[config.mk]
export PLATFORM = sky130hd
export DESIGN_NAME = phy_rx_lane_sync_ctrl
export DESIGN_NICKNAME = d
export VERILOG_FILES = /design/src/rtl/phy_rx_lane_sync_ctrl.sv
export SDC_FILE = /design/constraint.sdc
export NUM_CORES = 1
export LEC_CHECK = 0
export CAP_MARGIN = 20
export CORE_MARGIN = 3
export CORE_UTILIZATION = 50
export CTS_BUF_LIST = sky130_fd_sc_hd__clkbuf_8 sky130_fd_sc_hd__clkbuf_16
export CTS_CLUSTER_SIZE = 16
export DETAILED_ROUTE_END_ITERATION = 6
export PLACE_DENSITY_LB_ADDON = 0.2
export SLEW_MARGIN = 20
export SYNTH_ARGS = -nofsm -noshare
export SYNTH_HDL_FRONTEND = slang
export SYNTH_SLANG_ARGS = --single-unit
[constraint.sdc]
create_clock -name clk_32f -period 2.91 [get_ports clk_32f]
set_input_delay 0.291 -clock clk_32f [delete_from_list [all_inputs] [get_ports clk_32f]]
set_output_delay 0.291 -clock clk_32f [all_outputs]
set_load 0.03 [all_outputs]
[src/rtl/phy_rx_lane_sync_ctrl.sv]
// Two-lane RX sync controller: per-lane comma hunt and byte lock, then inter-lane skew
// measurement, delay tap programming, and a byte strobe on the later lane's byte boundaries.
module phy_rx_lane_sync_ctrl #(
    parameter logic [7:0]  COMMA       = 8'hBC,
    parameter int unsigned COMMA_COUNT = 4,
    parameter int unsigned MAX_SKEW    = 7,
    parameter int unsigned SEL_W       = 3
) (
    input  logic             clk_32f,
    input  logic             reset,
    input  logic             data_in_0,
    input  logic             data_in_1,
    input  logic             realign,
    output logic [1:0]       lane_locked,
    output logic [SEL_W-1:0] delay_sel_0,
    output logic [SEL_W-1:0] delay_sel_1,
    output logic             rx_enable,
    output logic             byte_strobe,
    output logic             deskew_err
);

    localparam int unsigned CNT_W  = $clog2(COMMA_COUNT + 1);
    localparam int unsigned SKEW_W = SEL_W + 1;

    typedef enum logic [1:0] {LnHunt, LnAlign, LnLocked} lane_state_e;
    typedef enum logic [1:0] {DsIdle, DsWait, DsDone} dsk_state_e;

    logic [1:0] din;
    logic       clear;
    logic       err_now;
    logic [1:0] comma_hit, boundary, lock_evt, lock_ok;

    logic [1:0][7:0]       sr_q;
    logic [1:0][2:0]       bit_cnt_q, bit_cnt_d;
    logic [1:0][CNT_W-1:0] com_cnt_q, com_cnt_d;
    lane_state_e           lane_q [2];
    lane_state_e           lane_d [2];

    dsk_state_e        dsk_q, dsk_d;
    logic [SKEW_W-1:0] skew_q, skew_d, skew_nxt;
    logic              first_q, first_d;
    logic [SEL_W-1:0]  sel0_q, sel0_d, sel1_q, sel1_d;
    logic              rx_en_q, err_q;

    assign din   = {data_in_1, data_in_0};
    assign clear = reset | realign;

    always_comb begin
        for (int i = 0; i < 2; i++) begin
            comma_hit[i] = (sr_q[i] == COMMA);
            boundary[i]  = (bit_cnt_q[i] == 3'd0);
            lock_evt[i]  = (lane_q[i] == LnAlign) && boundary[i] && comma_hit[i] &&
                           (com_cnt_q[i] == CNT_W'(COMMA_COUNT - 1));
        end
        // A realign in the same cycle as a lock discards the lock.
        lock_ok = lock_evt & {2{~clear}};
    end

    always_comb begin
        for (int i = 0; i < 2; i++) begin
            lane_d[i]    = lane_q[i];
            bit_cnt_d[i] = bit_cnt_q[i] + 3'd1;
            com_cnt_d[i] = com_cnt_q[i];
            unique case (lane_q[i])
                LnHunt: begin
                    if (comma_hit[i]) begin
                        lane_d[i]    = LnAlign;
                        com_cnt_d[i] = CNT_W'(1);
                        bit_cnt_d[i] = 3'd1;
                    end
                end
                LnAlign: begin
                    if (boundary[i]) begin
                        if (comma_hit[i]) begin
                            com_cnt_d[i] = com_cnt_q[i] + CNT_W'(1);
                            if (lock_evt[i]) lane_d[i] = LnLocked;
                        end else begin
                            lane_d[i]    = LnHunt;
                            com_cnt_d[i] = '0;
                        end
                    end
                end
                LnLocked: lane_d[i] = LnLocked;
                default:  lane_d[i] = LnHunt;
            endcase
            if (clear || err_now) begin
                lane_d[i]    = LnHunt;
                com_cnt_d[i] = '0;
            end
        end
    end

    always_comb begin
        dsk_d    = dsk_q;
        skew_d   = skew_q;
        first_d  = first_q;
        sel0_d   = sel0_q;
        sel1_d   = sel1_q;
        err_now  = 1'b0;
        skew_nxt = skew_q + SKEW_W'(1);
        unique case (dsk_q)
            DsIdle: begin
                if (&lock_ok) begin
                    // first_q = 1 makes lane 0 the strobe lane for a simultaneous lock.
                    dsk_d   = DsDone;
                    first_d = 1'b1;
                    sel0_d  = '0;
                    sel1_d  = '0;
                end else if (|lock_ok) begin
                    dsk_d   = DsWait;
                    skew_d  = '0;
                    first_d = lock_ok[1];
                end
            end
            DsWait: begin
                skew_d = skew_nxt;
                if (skew_nxt > SKEW_W'(MAX_SKEW)) begin
                    err_now = 1'b1;
                    dsk_d   = DsIdle;
                    sel0_d  = '0;
                    sel1_d  = '0;
                end else if (lock_ok[~first_q]) begin
                    dsk_d = DsDone;
                    if (first_q) begin
                        sel0_d = '0;
                        sel1_d = skew_nxt[SEL_W-1:0];
                    end else begin
                        sel0_d = skew_nxt[SEL_W-1:0];
                        sel1_d = '0;
                    end
                end
            end
            DsDone:  dsk_d = DsDone;
            default: dsk_d = DsIdle;
        endcase
        if (clear) begin
            dsk_d  = DsIdle;
            skew_d = '0;
            sel0_d = '0;
            sel1_d = '0;
        end
    end

    always_ff @(posedge clk_32f) begin
        if (reset) begin
            sr_q      <= '0;
            bit_cnt_q <= '0;
            com_cnt_q <= '0;
            for (int i = 0; i < 2; i++) lane_q[i] <= LnHunt;
            dsk_q     <= DsIdle;
            skew_q    <= '0;
            first_q   <= 1'b0;
            sel0_q    <= '0;
            sel1_q    <= '0;
            rx_en_q   <= 1'b0;
            err_q     <= 1'b0;
        end else begin
            for (int i = 0; i < 2; i++) begin
                sr_q[i]   <= {sr_q[i][6:0], din[i]};
                lane_q[i] <= lane_d[i];
            end
            bit_cnt_q <= bit_cnt_d;
            com_cnt_q <= com_cnt_d;
            dsk_q     <= dsk_d;
            skew_q    <= skew_d;
            first_q   <= first_d;
            sel0_q    <= sel0_d;
            sel1_q    <= sel1_d;
            rx_en_q   <= (dsk_q == DsDone) && !realign;
            err_q     <= err_now && !realign;
        end
    end

    assign lane_locked = {lane_q[1] == LnLocked, lane_q[0] == LnLocked};
    assign delay_sel_0 = sel0_q;
    assign delay_sel_1 = sel1_q;
    assign rx_enable   = rx_en_q;
    assign deskew_err  = err_q;
    assign byte_strobe = (dsk_q == DsDone) && boundary[~first_q];

endmodule
=== After elaboration in Yosys (flattened, before gate mapping) ===
Memory sizes are Yosys's and may differ from the RTL's.
Index checks and enable logic that the tools add are counted.

* Add/subtract/negate cells: 5
* Magnitude comparators: 2
* Reductions and logical operators: 30
* Equal/unequal tests: 19
* Bitwise gates (word level): 6
* Muxes and demuxes: 54

{| class="wikitable"
|+ Operators by type and width
! cell !! count
|-
| 2-to-1 mux 3 bit || 17
|-
| 2-to-1 mux 2 bit || 16
|-
| one-hot mux 3 bit (2 select lines) || 4
|-
| one-hot mux 2 bit (3 select lines) || 3
|-
| == test 8 bit, second input constant || 2
|-
| != test 2 bit, second input constant || 7
|-
| adder 3 x 1 -> 3 bit, second input constant || 4
|-
| AND reduction 3 bit || 4
|-
| 2-to-1 mux 1 bit || 11
|-
| logical AND 1 bit || 9
|-
| 2-to-1 mux 4 bit || 2
|-
| one-hot mux 4 bit (2 select lines) || 1
|-
| nonzero test 2 bit || 4
|-
| == test 2 x 1 -> 1 bit, second input constant || 3
|-
| == test 2 bit, second input constant || 3
|-
| == test 3 x 2 -> 1 bit, second input constant || 2
|-
| zero test 2 bit || 3
|-
| zero test 3 bit || 2
|-
| != test 3 bit, second input constant || 2
|-
| AND reduction 2 bit || 3
|-
| OR reduction 2 bit || 3
|-
| adder 4 x 1 -> 4 bit, second input constant || 1
|-
| greater-than comparator 4 x 3 -> 1 bit, second input constant || 1
|-
| OR 1 bit || 3
|-
| 5 further kinds || 6
|}

* Output and inout bits: 11
* Register bits: 43
* Bits in writable memories: 4
* Memories: 1

{| class="wikitable"
|+ Memory list
! name !! words !! bits a word !! read ports !! clocked after memory_dff !! wr ports !! line !! RTL
|-
| lane_q || 2 || 2 || 2 || 0 || 2 || 36 || <nowiki>lane_state_e lane_q [2];</nowiki>
|}

=== Logic depth before layout (Yosys ltp) ===
Gate-level depths: netlist of the first run.

* Depth after elaboration: 10
* Depth in mapped cells: 9
* Mapped depth without buffers: 7

=== Worst setup path before layout of the first run ===
No wires, ideal clock.

* Path type: flip-flop to flip-flop
* Start point: reg sr_q[6] (netlist bit)
* End point: reg skew_q[1]
* Data arrival time: 1.927 ns
* Buffers on the path: 1
* Slack: 0.867 ns
* Setup time: 0.116 ns
* Cell stages (with the launch flop): 7
* Period minus slack after synthesis: 2.043 ns
* Cells stage by stage: dfxtp_1 -> or4b_4 -> or4_1 -> buf_2 -> xnor2_1 -> o21bai_1 -> a31o_1

* Word-level cells in the longest chain between the ends: 7

{| class="wikitable"
|+ RTL lines
! element !! line !! RTL
|-
| start: declaration || 33 || <nowiki>logic [1:0][7:0] sr_q;</nowiki>
|-
| start signal: indexed assignment || 159 || <nowiki>sr_q[i] <= {sr_q[i][6:0], din[i]};</nowiki>
|-
| == test 8 bit (*) || 50 || <nowiki>comma_hit[i] = (sr_q[i] == COMMA);</nowiki>
|-
| logical AND 1 bit (*) (2 in series) || 52 || <nowiki>lock_evt[i] = (lane_q[i] == LnAlign) && boundary[i] && comma_hit[i] &&</nowiki>
|-
| AND 2 bit (*) || 56 || <nowiki>lock_ok = lock_evt & {2{~clear}};</nowiki>
|-
| OR reduction 2 bit or AND reduction 2 bit (tied branches) || 109, 103 ||
|-
| != test 2 bit (no line) || - ||
|-
| AND reduction 3 bit (no line) (*) || - ||
|-
| end signal: assignment || 165 || <nowiki>skew_q <= skew_d;</nowiki>
|-
| end: declaration || 40 || <nowiki>logic [SKEW_W-1:0] skew_q, skew_d, skew_nxt;</nowiki>
|}

Mark *: on every way between the ends. The rest lies on a longest branch, timed or not.
A chain may end at the register's enable or synchronous reset.

=== Final worst setup path of the first run ===
* Start point: reg bit_cnt_q[3] (netlist bit)
* End point: out byte_strobe

* Word-level cells in the longest chain between the ends: 4

{| class="wikitable"
|+ RTL lines
! element !! line !! RTL
|-
| start: declaration || 34 || <nowiki>logic [1:0][2:0] bit_cnt_q, bit_cnt_d;</nowiki>
|-
| start signal: assignment || 162 || <nowiki>bit_cnt_q <= bit_cnt_d;</nowiki>
|-
| zero test 3 bit || 51 || <nowiki>boundary[i] = (bit_cnt_q[i] == 3'd0);</nowiki>
|-
| 2-to-1 mux 1 bit (not written as such) (2 in series) || 179 || <nowiki>assign byte_strobe = (dsk_q == DsDone) && boundary[~first_q];</nowiki>
|-
| logical AND 1 bit || 179 ||
|-
| end: declaration || 18 || <nowiki>output logic byte_strobe,</nowiki>
|}

No other way between the ends. The select of a mux whose other input is x is not followed.

==> reports/summary.md, run 1 <==
### Drt
- detailed-route wire length: 3.93 mm
- uppermost layer routed: met4
- DR vias: 1,675
- drt first-iter violations: 143
- via/cell ratio: 5.60
- met2 WL post-DR: 1.72 mm
- count of antenna-violating nets left after detailed routing: 0
- number of remaining DRC errors: 0
- router iterations before antenna repair: 5
- wire length on met1: 1.95 mm
- average detailed-routed wire length per instance: 13.2 µm
- length of routed met3 wiring: 205 µm

### Finish
- most common cell after layout, fill and taps aside: sky130_fd_sc_hd__dfxtp_1
- antenna fix cells: 0
- total of fill cells in the finished design: 360
- top library cells by usage in the layout, fill and taps aside: sky130_fd_sc_hd__dfxtp_1 (47), sky130_fd_sc_hd__nor2b_1 (21), sky130_fd_sc_hd__nor2_1 (21)
- Net count, final: 262
- share of cells above drive strength 1: 6.02%
- Layout area overhead: 14.4%

### Floorplanning
- core footprint: 4060 µm²
- overall die area: 5060 µm²
- Boundary Pins: 16
- number of core rows: 23
- Starting Density: 52.3%
- DIE HEIGHT: 71.2 µm
- die width: 71.2 µm

### Clocking
- Bufs on Longest Clock Path: 2
- clock tree from TritonCTS: built
- later-pin clock latency in the skew report: 0.31 ns
- number of CTS-inserted buffers: 5
- number of sinks driven by the clock tree: 47
- clock-pin transition on the worst setup and hold timing paths: 0.09 ns
- number of hold-repair buffers added at the cts stage: 0
- post-CTS setup buffers: 0
- root buf cell: sky130_fd_sc_hd__clkbuf_8
- CTS H-tree depth: 2
- CTS-repair resized insts: 0

### Power and ir drop
- Leakage Power: 0.870 nW
- IR Drop Worst-Case VDD: 0.318 mV
- power density over the cells: 498 nW/µm²

### Yosys
- share of Yosys cell area claimed by the top area cell type: 44.3%
- top_reg_cell synth: sky130_fd_sc_hd__dfxtp_1
- largest area contributor in the netlist: sky130_fd_sc_hd__dfxtp_1
- fraction of the yosys area taken by sequential cells: 44.3%
- warnings from Yosys: 0
- total nets after synthesis: 249
- synth top area cells: sky130_fd_sc_hd__dfxtp_1 (44%), sky130_fd_sc_hd__nor2b_1 (6.2%), sky130_fd_sc_hd__ha_1 (5.3%)
- async set-or-reset flop fraction in the synthesized netlist: 0%
- number of storage elements in the synthesis netlist: 47
- library cells used by synthesis: 44
- Mapped Cells: 235
- number of enable-type register cells in the synthesized netlist: 0
- mean post-synth cell area: 9.04 µm²
- cell area after synthesis: 2120 µm²

### STA
- Slew Viols, Final: 0
- number of endpoints failing setup at the final stage: 0
- period utilization: 79.6%
- Setup Skew: 0.00937 ns
- final total negative setup slack: 0 ns
- RSZ-0062 raised after global routing: false
- maximum operating frequency: 0.432 GHz
- final hold slack: 0.460 ns
- actual transition at the worst max-transition pin: 0.543 ns
- Final Hold Violating Endpoints: 0
- minimum clock period after layout: 2.32 ns
- slew margin rel.: 63.5%

### Setup path
- cell family contributing the most delay on the critical path: buffers and inverters
- r2r setup slk: 0.70 ns
- CP Launch Type: flip-flop
- cell type of the slowest stage on the worst timing path: sky130_fd_sc_hd__clkdlybuf4s50_1
- number of cells on the worst reg-to-reg path: 5
- worst path bufs/invs: 2
- arrival time reported for the critical path endpoint: 2.03 ns
- type of the worst setup path: reg -> out
- Slowest Stage Delay on Critical Path: 0.67 ns
- worst r2r src: sr_q[6]
- data required time of the critical path: 2.62 ns
- first element of the critical path: bit_cnt_q[3]
- nature of the critical path endpoint: primary output
- ordered list of cells on the worst path: inv_1 -> ha_1 -> nand2b_1 -> nor2_1 -> a21oi_1 -> nor2_1 -> clkdlybuf4s50_1
- destination of the worst register-to-register timing path: delay_sel_1[2]
- maximum fanout count along the critical path: 7
- Most Frequent Cell on Critical Path: sky130_fd_sc_hd__nor2_1

### Global routing
- largest net degree at the start of global routing: 25
- number of global-route vias before repair: 1,561
- first-pass GRT wire length: 7.11 mm
- grt ovf: 0
- total routing usage reported by global routing: 17.5%
- initial antenna violation count: 0

### Min path
- cell count of the worst hold path: 2
- Min-Delay Startpoint: delay_sel_0[2]
- type of the tightest min-delay check: reg -> reg
- Hold Path Sink: delay_sel_0[2]

### Job
- Max-cap violations: 0

### Placement
- dpl hpwl: 2.79 mm
- final weighted congestion of routability-driven global placement: 0.796
- Port-buffer cells: 15

### Outcome
- run status: finished, final reports clean

## synth_stat cells (3+ instances only)
cell and number:
sky130_fd_sc_hd__and3_1 4, sky130_fd_sc_hd__mux2i_1 5, sky130_fd_sc_hd__nor2_1 21, sky130_fd_sc_hd__or4_1 4, sky130_fd_sc_hd__ha_1 9, sky130_fd_sc_hd__nand4b_1 3
sky130_fd_sc_hd__a31o_1 3, sky130_fd_sc_hd__nand4_1 3, sky130_fd_sc_hd__nor2b_1 21, sky130_fd_sc_hd__and3b_1 3, sky130_fd_sc_hd__a22oi_1 4, sky130_fd_sc_hd__or3_1 3
sky130_fd_sc_hd__nor4_1 5, sky130_fd_sc_hd__nor3_1 6, sky130_fd_sc_hd__o21bai_1 3, sky130_fd_sc_hd__xnor2_1 4, sky130_fd_sc_hd__a31oi_1 3, sky130_fd_sc_hd__o21ai_0 8
sky130_fd_sc_hd__nand2b_1 5, sky130_fd_sc_hd__dfxtp_1 47, sky130_fd_sc_hd__inv_1 9, sky130_fd_sc_hd__a21oi_1 9, sky130_fd_sc_hd__nand2_1 15, sky130_fd_sc_hd__and2_1 3
sky130_fd_sc_hd__clkbuf_1 11
## stage by stage
step | setup WS (ns) | instances | area, µm² | power (mW) | utilization [%]
after CTS | 0.565 | 299 | 2430 | 1.23 | 59.9
after global routing | 0.441 | 299 | 2430 | 1.26 | 59.9
after detailed placement | 0.573 | 291 | 2310 | 0.734 | 57.0
final | 0.593 | 299 | 2430 | 1.21 | 59.9
after global placement | 0.641 | 291 | 2310 | 0.733 | 57.0
after floorplan | 0.867 | 235 | 2120 | 0.715 | -
## how the worst max path moves through the flow
stage / depth (start not counted) / slack [ns] / endpoint
final: 7 / 0.59 / byte_strobe
after global routing: 7 / 0.44 / byte_strobe
after CTS: 7 / 0.57 / byte_strobe
after detailed placement: 6 / 0.57 / delay_sel_1[2]
after global placement: 6 / 0.64 / delay_sel_1[2]
after floorplan: 6 / 0.87 / skew_q[1]
## worst min-delay path: stages (launching register included)
cell and delay, ns:
sky130_fd_sc_hd__dfxtp_1 0.32, sky130_fd_sc_hd__nand2_1 0.05, sky130_fd_sc_hd__mux2i_1 0.05
## sequential cells by signal (all words and copies together), names as in the netlist
register and flops:
sr_q 16, bit_cnt_q 6, com_cnt_q 6, lane_q 4, skew_q 4, delay_sel_0 3
delay_sel_1 3, dsk_q 2, deskew_err 1, first_q 1, rx_enable 1
## cell type report
class                           instances  area, µm²  share of cell area, %
Inverter                                9       33.8                   1.39
Clock inverter                          3       47.5                   1.96
Clock buffer                            5       68.8                   2.83
Timing Repair Buffer                   18        173                   7.11
Multi-Input combinational cell        167       1100                   45.4
Sequential cell                        47        941                   38.7
Tap cell                               50       62.6                   2.58
## layer usage
layer  global-route usage, %  vias to the layer above
li1                        -                      856
met1                    23.9                      773
met2                    26.0                       39
met3                    4.55                        7
met4                    7.52                        0
met5                       0                        -
## report_power, final
part / total (mW) / internal, mW / switching (mW)
Combinational: 0.0578 / 0.0233 / 0.0345
Clock: 0.491 / 0.260 / 0.231
Sequential: 0.660 / 0.654 / 0.00637
Total: 1.21 / 0.938 / 0.272
## cell families after synthesis
group                      count (synthesis)  synth area share (%)
DFF                                       47                  44.3
and+or+nand+nor                          106                  28.8
muxes                                      5                  2.36
AOI/OAI and AO/OA                         41                  13.0
xor gates and xnor gates                   6                  2.47
buffers and inverters                     21                  3.77
adders and majority gates                  9                  5.30
No activity file was read; power rests on OpenSTA's default activity.
==> run 2: changes to the inputs <==
- clock period: 2.91 -> 1.9 ns (I/O delays scaled with it)
==> run 2 against run 1 <==
The run now ends with negative setup slack left. Largest power group unchanged. Sequential share of layout area fell by 4.6 points. First-iteration DRC count fell by 61%. Final area rose by 14%. Highest routed layer unchanged. Final cell count rose by 9.7%. Setup slack got worse by 0.66 ns. Wire length rose by 14%. Via count rose by 9.7%. Register-to-register slack got worse by 0.77 ns. Critical path type is now reg -> reg. Largest cell class unchanged. Die area did not move.
==> reports/summary.md, run 2 (synthesis results as in run 1) <==
### Setup path
- cell type of the slowest stage on the worst timing path: sky130_fd_sc_hd__or4b_4
- Slowest Stage Delay on Critical Path: 0.55 ns
- maximum fanout count along the critical path: 3
- worst path bufs/invs: 0
- data required time of the critical path: 2.10 ns
- type of the worst setup path: reg -> reg
- ordered list of cells on the worst path: or4b_4 -> or4_4 -> xnor2_2 -> o21bai_2 -> a31o_1
- nature of the critical path endpoint: flip-flop
- arrival time reported for the critical path endpoint: 2.17 ns
- cell family contributing the most delay on the critical path: simple AND/OR/NAND/NOR gates
- CP Launch Type: flip-flop

### Clocking
- later-pin clock latency in the skew report: 0.30 ns
- CTS H-tree depth: 2
- clock tree from TritonCTS: built
- number of sinks driven by the clock tree: 47
- clock-pin transition on the worst setup and hold timing paths: 0.09 ns
- number of hold-repair buffers added at the cts stage: 0
- number of CTS-inserted buffers: 5
- Bufs on Longest Clock Path: 2
- root buf cell: sky130_fd_sc_hd__clkbuf_8

### Power and ir drop
- IR Drop Worst-Case VDD: 0.620 mV
- Leakage Power: 1.09 nW
- post-layout total power: 1.90 mW
- power density over the cells: 687 nW/µm²

### STA
- slew margin rel.: 68.6%
- final hold slack: 0.432 ns
- Final Hold Violating Endpoints: 0
- Slew Viols, Final: 0
- RSZ-0062 raised after global routing: true
- final setup margin: -0.0655 ns
- final total negative setup slack: -0.155 ns
- period utilization: 103%
- Setup Skew: 0.00711 ns
- actual transition at the worst max-transition pin: 0.457 ns
- maximum operating frequency: 0.509 GHz
- number of endpoints failing setup at the final stage: 4
- minimum clock period after layout: 1.97 ns

### Job
- Max-cap violations: 0

### Global routing
- number of global-route vias before repair: 1,683
- grt ovf: 0
- largest net degree at the start of global routing: 25
- total routing usage reported by global routing: 18.8%
- initial antenna violation count: 0
- first-pass GRT wire length: 7.56 mm

### Finish
- Multi-input gate area: 1220 µm²
- antenna fix cells: 0
- number of standard cells in the layout, taps in and fillers out: 328
- largest reg by FF count: sr_q
- most common cell after layout, fill and taps aside: sky130_fd_sc_hd__dfxtp_1
- area taken by flip-flops and latches: 945 µm²
- Largest register FFs: 16
- final design instance area without fill: 2770 µm²
- Layout area overhead: 30.2%
- top library cells by usage in the layout, fill and taps aside: sky130_fd_sc_hd__dfxtp_1 (44), sky130_fd_sc_hd__buf_4 (32), sky130_fd_sc_hd__nor2b_1 (21)
- largest registers: sr_q x16, bit_cnt_q x6, com_cnt_q x6
- Net count, final: 291
- end-of-flow core utilization: 68.1%
- share of cells above drive strength 1: 22.7%
- total of fill cells in the finished design: 333

### Min path
- type of the tightest min-delay check: in -> reg

### Placement
- Port-buffer cells: 15
- instance area at placement: 2510 µm²
- placement-stage worst setup slack: -0.211 ns
- cell count after placement: 317
- dpl hpwl: 3.13 mm
- final weighted congestion of routability-driven global placement: 0.812

### Floorplanning
- overall die area: 5060 µm²
- Starting Density: 52.3%
- Boundary Pins: 16
- number of core rows: 23
- core footprint: 4060 µm²
- DIE HEIGHT: 71.2 µm
- die width: 71.2 µm

### Drt
- average detailed-routed wire length per instance: 13.6 µm
- DR vias: 1,838
- drt first-iter violations: 56
- count of antenna-violating nets left after detailed routing: 0
- detailed-route wire length: 4.47 mm
- number of remaining DRC errors: 0
- router iterations before antenna repair: 4
- via/cell ratio: 5.60

### Outcome
- failing checks: negative setup slack
- run status: complete, but fails checks

[run 2: worst register-to-register path, cell delays in order (launching register included)]
cell and delay (ns):
sky130_fd_sc_hd__dfxtp_2 0.33, sky130_fd_sc_hd__or4b_4 0.55, sky130_fd_sc_hd__or4_4 0.48, sky130_fd_sc_hd__xnor2_2 0.17, sky130_fd_sc_hd__o21bai_2 0.10, sky130_fd_sc_hd__a31o_1 0.22
[run 2: layout make-up]
type                       instances  area share [%]
multi-input combinational        167            44.0
clock inverter                     2            1.40
inverter                           9            1.22
tap                               50            2.26
clock buffer                       6            2.99
sequential                        47            34.2
timing repair buffer              47            14.0
[run 2: final timing paths]
kind / from / endpoint / slack, ns / cells past startpoint
setup / recovery: sr_q[1] / skew_q[1] / -0.07 / 5
setup reg to reg: sr_q[1] / skew_q[1] / -0.07 / 5
hold reg to reg: delay_sel_1[0] / delay_sel_1[0] / 0.45 / 2
hold / removal: data_in_0 / sr_q[0] / 0.43 / 2
[run 2: timing repair]
action | in CTS | in global routing
pin swaps | 2 | 13
cloned | 0 | 0
resized for setup | 8 | 21
endpoints found under the hold margin | 0 | 0
endpoints found under the setup margin | 13 | 19
setup buffers | 1 | 2
[run 2: where the power goes]
group | total, mW | internal (mW) | leakage [nW] | switching (mW)
clock network | 0.771 | 0.433 | 0.0618 | 0.338
registers | 1.01 | 1.00 | 0.382 | 0.00961
logic | 0.117 | 0.0524 | 0.641 | 0.0651
[run 2: per-layer routing]
| metal | vias to the layer above | part of all wire, % | track usage, % |
|---|---|---|---|
| li1 | 914 | - | - |
| met1 | 865 | 47 | 24.8 |
| met2 | 51 | 46 | 29.4 |
| met3 | 8 | 5.4 | 4.26 |
| met4 | 0 | 2.0 | 8.35 |
| met5 | - | 0 | 0 |
==> run 3: changes to the inputs <==
- REMOVE_ABC_BUFFERS: unset -> 1
==> run 3 against run 2 <==
Highest routed layer unchanged. Sequential share of layout area rose by 0.81 points. The run still ends with negative setup slack left. Setup slack got worse by 0.067 ns. Largest power group unchanged. Sequential power barely moved. Critical endpoint is now skew_q[3]. Wire length fell by 1.2%.
==> reports/summary.md, run 3 (synthesis results as in run 1) <==
### Floorplanning
- Starting Density: 52.3%
- number of core rows: 23
- core footprint: 4060 µm²
- overall die area: 5060 µm²
- die width: 71.2 µm
- Boundary Pins: 16
- DIE HEIGHT: 71.2 µm

### Setup path
- nature of the critical path endpoint: flip-flop
- CP Launch Type: flip-flop
- maximum fanout count along the critical path: 3
- data required time of the critical path: 2.11 ns
- arrival time reported for the critical path endpoint: 2.24 ns
- type of the worst setup path: reg -> reg

### Power and ir drop
- power density over the cells: 655 nW/µm²
- proportion of power drawn by combinational gates: 6.4%
- IR Drop Worst-Case VDD: 0.516 mV
- power share of the sequential group: 57.3%
- switching power share of the total: 25.0%
- Leakage Power: 1.05 nW
- Internal Dissipation: 1.32 mW
- clock group share of total power: 36.3%
- net load switching power: 441 µW

### Drt
- average detailed-routed wire length per instance: 13.5 µm
- router iterations before antenna repair: 4
- via/cell ratio: 5.44
- detailed-route wire length: 4.42 mm
- DR vias: 1,780
- drt first-iter violations: 71
- number of remaining DRC errors: 0
- count of antenna-violating nets left after detailed routing: 0

### Clocking
- Bufs on Longest Clock Path: 2
- clock-pin transition on the worst setup and hold timing paths: 0.09 ns
- CTS H-tree depth: 2
- number of sinks driven by the clock tree: 47
- number of hold-repair buffers added at the cts stage: 0
- number of CTS-inserted buffers: 5
- clock tree from TritonCTS: built
- later-pin clock latency in the skew report: 0.31 ns
- root buf cell: sky130_fd_sc_hd__clkbuf_8

### Outcome
- run status: complete, but fails checks
- failing checks: negative setup slack

### STA
- slew margin rel.: 47.7%
- final total negative setup slack: -0.615 ns
- final hold slack: 0.434 ns
- period utilization: 107%
- minimum clock period after layout: 2.03 ns
- maximum operating frequency: 0.492 GHz
- Final Hold Violating Endpoints: 0
- actual transition at the worst max-transition pin: 0.777 ns
- Slew Viols, Final: 0
- Setup Skew: 0.00858 ns
- final setup margin: -0.132 ns
- number of endpoints failing setup at the final stage: 12
- RSZ-0062 raised after global routing: true

### Placement
- Port-buffer cells: 15
- final weighted congestion of routability-driven global placement: 0.799
- dpl hpwl: 3.16 mm

### Finish
- antenna fix cells: 0
- end-of-flow core utilization: 66.4%
- Layout area overhead: 26.9%
- largest registers: sr_q x16, bit_cnt_q x6, com_cnt_q x6
- largest reg by FF count: sr_q
- most common cell after layout, fill and taps aside: sky130_fd_sc_hd__dfxtp_1
- top library cells by usage in the layout, fill and taps aside: sky130_fd_sc_hd__dfxtp_1 (46), sky130_fd_sc_hd__buf_4 (29), sky130_fd_sc_hd__nor2b_1 (21), sky130_fd_sc_hd__nor2_1 (21), sky130_fd_sc_hd__nand2_1 (15)
- Largest register FFs: 16
- share of cells above drive strength 1: 19.5%
- Net count, final: 290

### Global routing
- global-route track usage on met2: 31.1%
- met3 track utilization from global routing: 4.40%
- most congested layer reported by global routing: met2
- largest net degree at the start of global routing: 25
- total routing usage reported by global routing: 18.6%
- met1 usage in global routing: 23.1%
- initial antenna violation count: 0
- grt ovf: 0
- number of global-route vias before repair: 1,722
- first-pass GRT wire length: 7.56 mm

### Min path
- type of the tightest min-delay check: in -> reg

### Job
- Max-cap violations: 0

run 3: cell type report:
class,instances,area (µm²)
clock buffer,5,68.8
timing repair buffer,46,384
sequential,47,942
tap,50,62.6
inverter,9,33.8
clock inverter,3,27.5
fill,360,1360
multi-input combinational,167,1170
run 3: power groups by stage:
| stage | registers, mW | clock network, mW | logic, mW |
|---|---|---|---|
| floorplan | 1.03 | 0 | 0.0556 |
| CTS | 1.01 | 0.662 | 0.109 |
| global route | 1.01 | 0.698 | 0.128 |
| global placement | 1.03 | 0 | 0.103 |
| detailed placement | 1.03 | 0 | 0.107 |
| finish | 1.01 | 0.641 | 0.113 |
run 3: critical path: stages (launching register included):
cell                       delay (ns)
sky130_fd_sc_hd__dfxtp_2         0.33
sky130_fd_sc_hd__or4b_4          0.53
sky130_fd_sc_hd__or4_4           0.59
sky130_fd_sc_hd__xnor2_2         0.16
sky130_fd_sc_hd__o21bai_2        0.11
sky130_fd_sc_hd__a31o_1          0.21
run 3: what timing repair did:
item | in CTS | in global routing
endpoints found under the setup margin | 15 | 14
pin swaps | 5 | 9
resized for setup | 10 | 9
buffers inserted | 2 | 0
run 3: final timing paths:
kind	start	end	slack (ns)	cells after the start
worst max register to register	sr_q[6]	skew_q[3]	-0.13	5
worst min register to register	delay_sel_1[0]	delay_sel_1[0]	0.46	2
worst max-delay path	sr_q[6]	skew_q[3]	-0.13	5
worst min-delay path	data_in_1	sr_q[8]	0.43	2
run 3: per-stage QoR:
step	area, µm²	total power, mW	cells	setup slack, ns
global route	2690	1.84	327	-0.184
global placement	2510	1.14	317	-0.190
CTS	2660	1.78	327	-0.136
floorplan	2080	1.09	223	-0.129
detailed placement	2510	1.14	317	-0.225
finish	2690	1.77	327	-0.132
run 3: per-layer routing:
layer | share of wire (%) | wire [µm] | vias to the layer above
met3 | 2.6 | 117 | 8
met4 | 1.9 | 83 | 0
li1 | - | - | 914
met2 | 48 | 2110 | 23
met5 | 0 | 0 | -
met1 | 48 | 2110 | 835
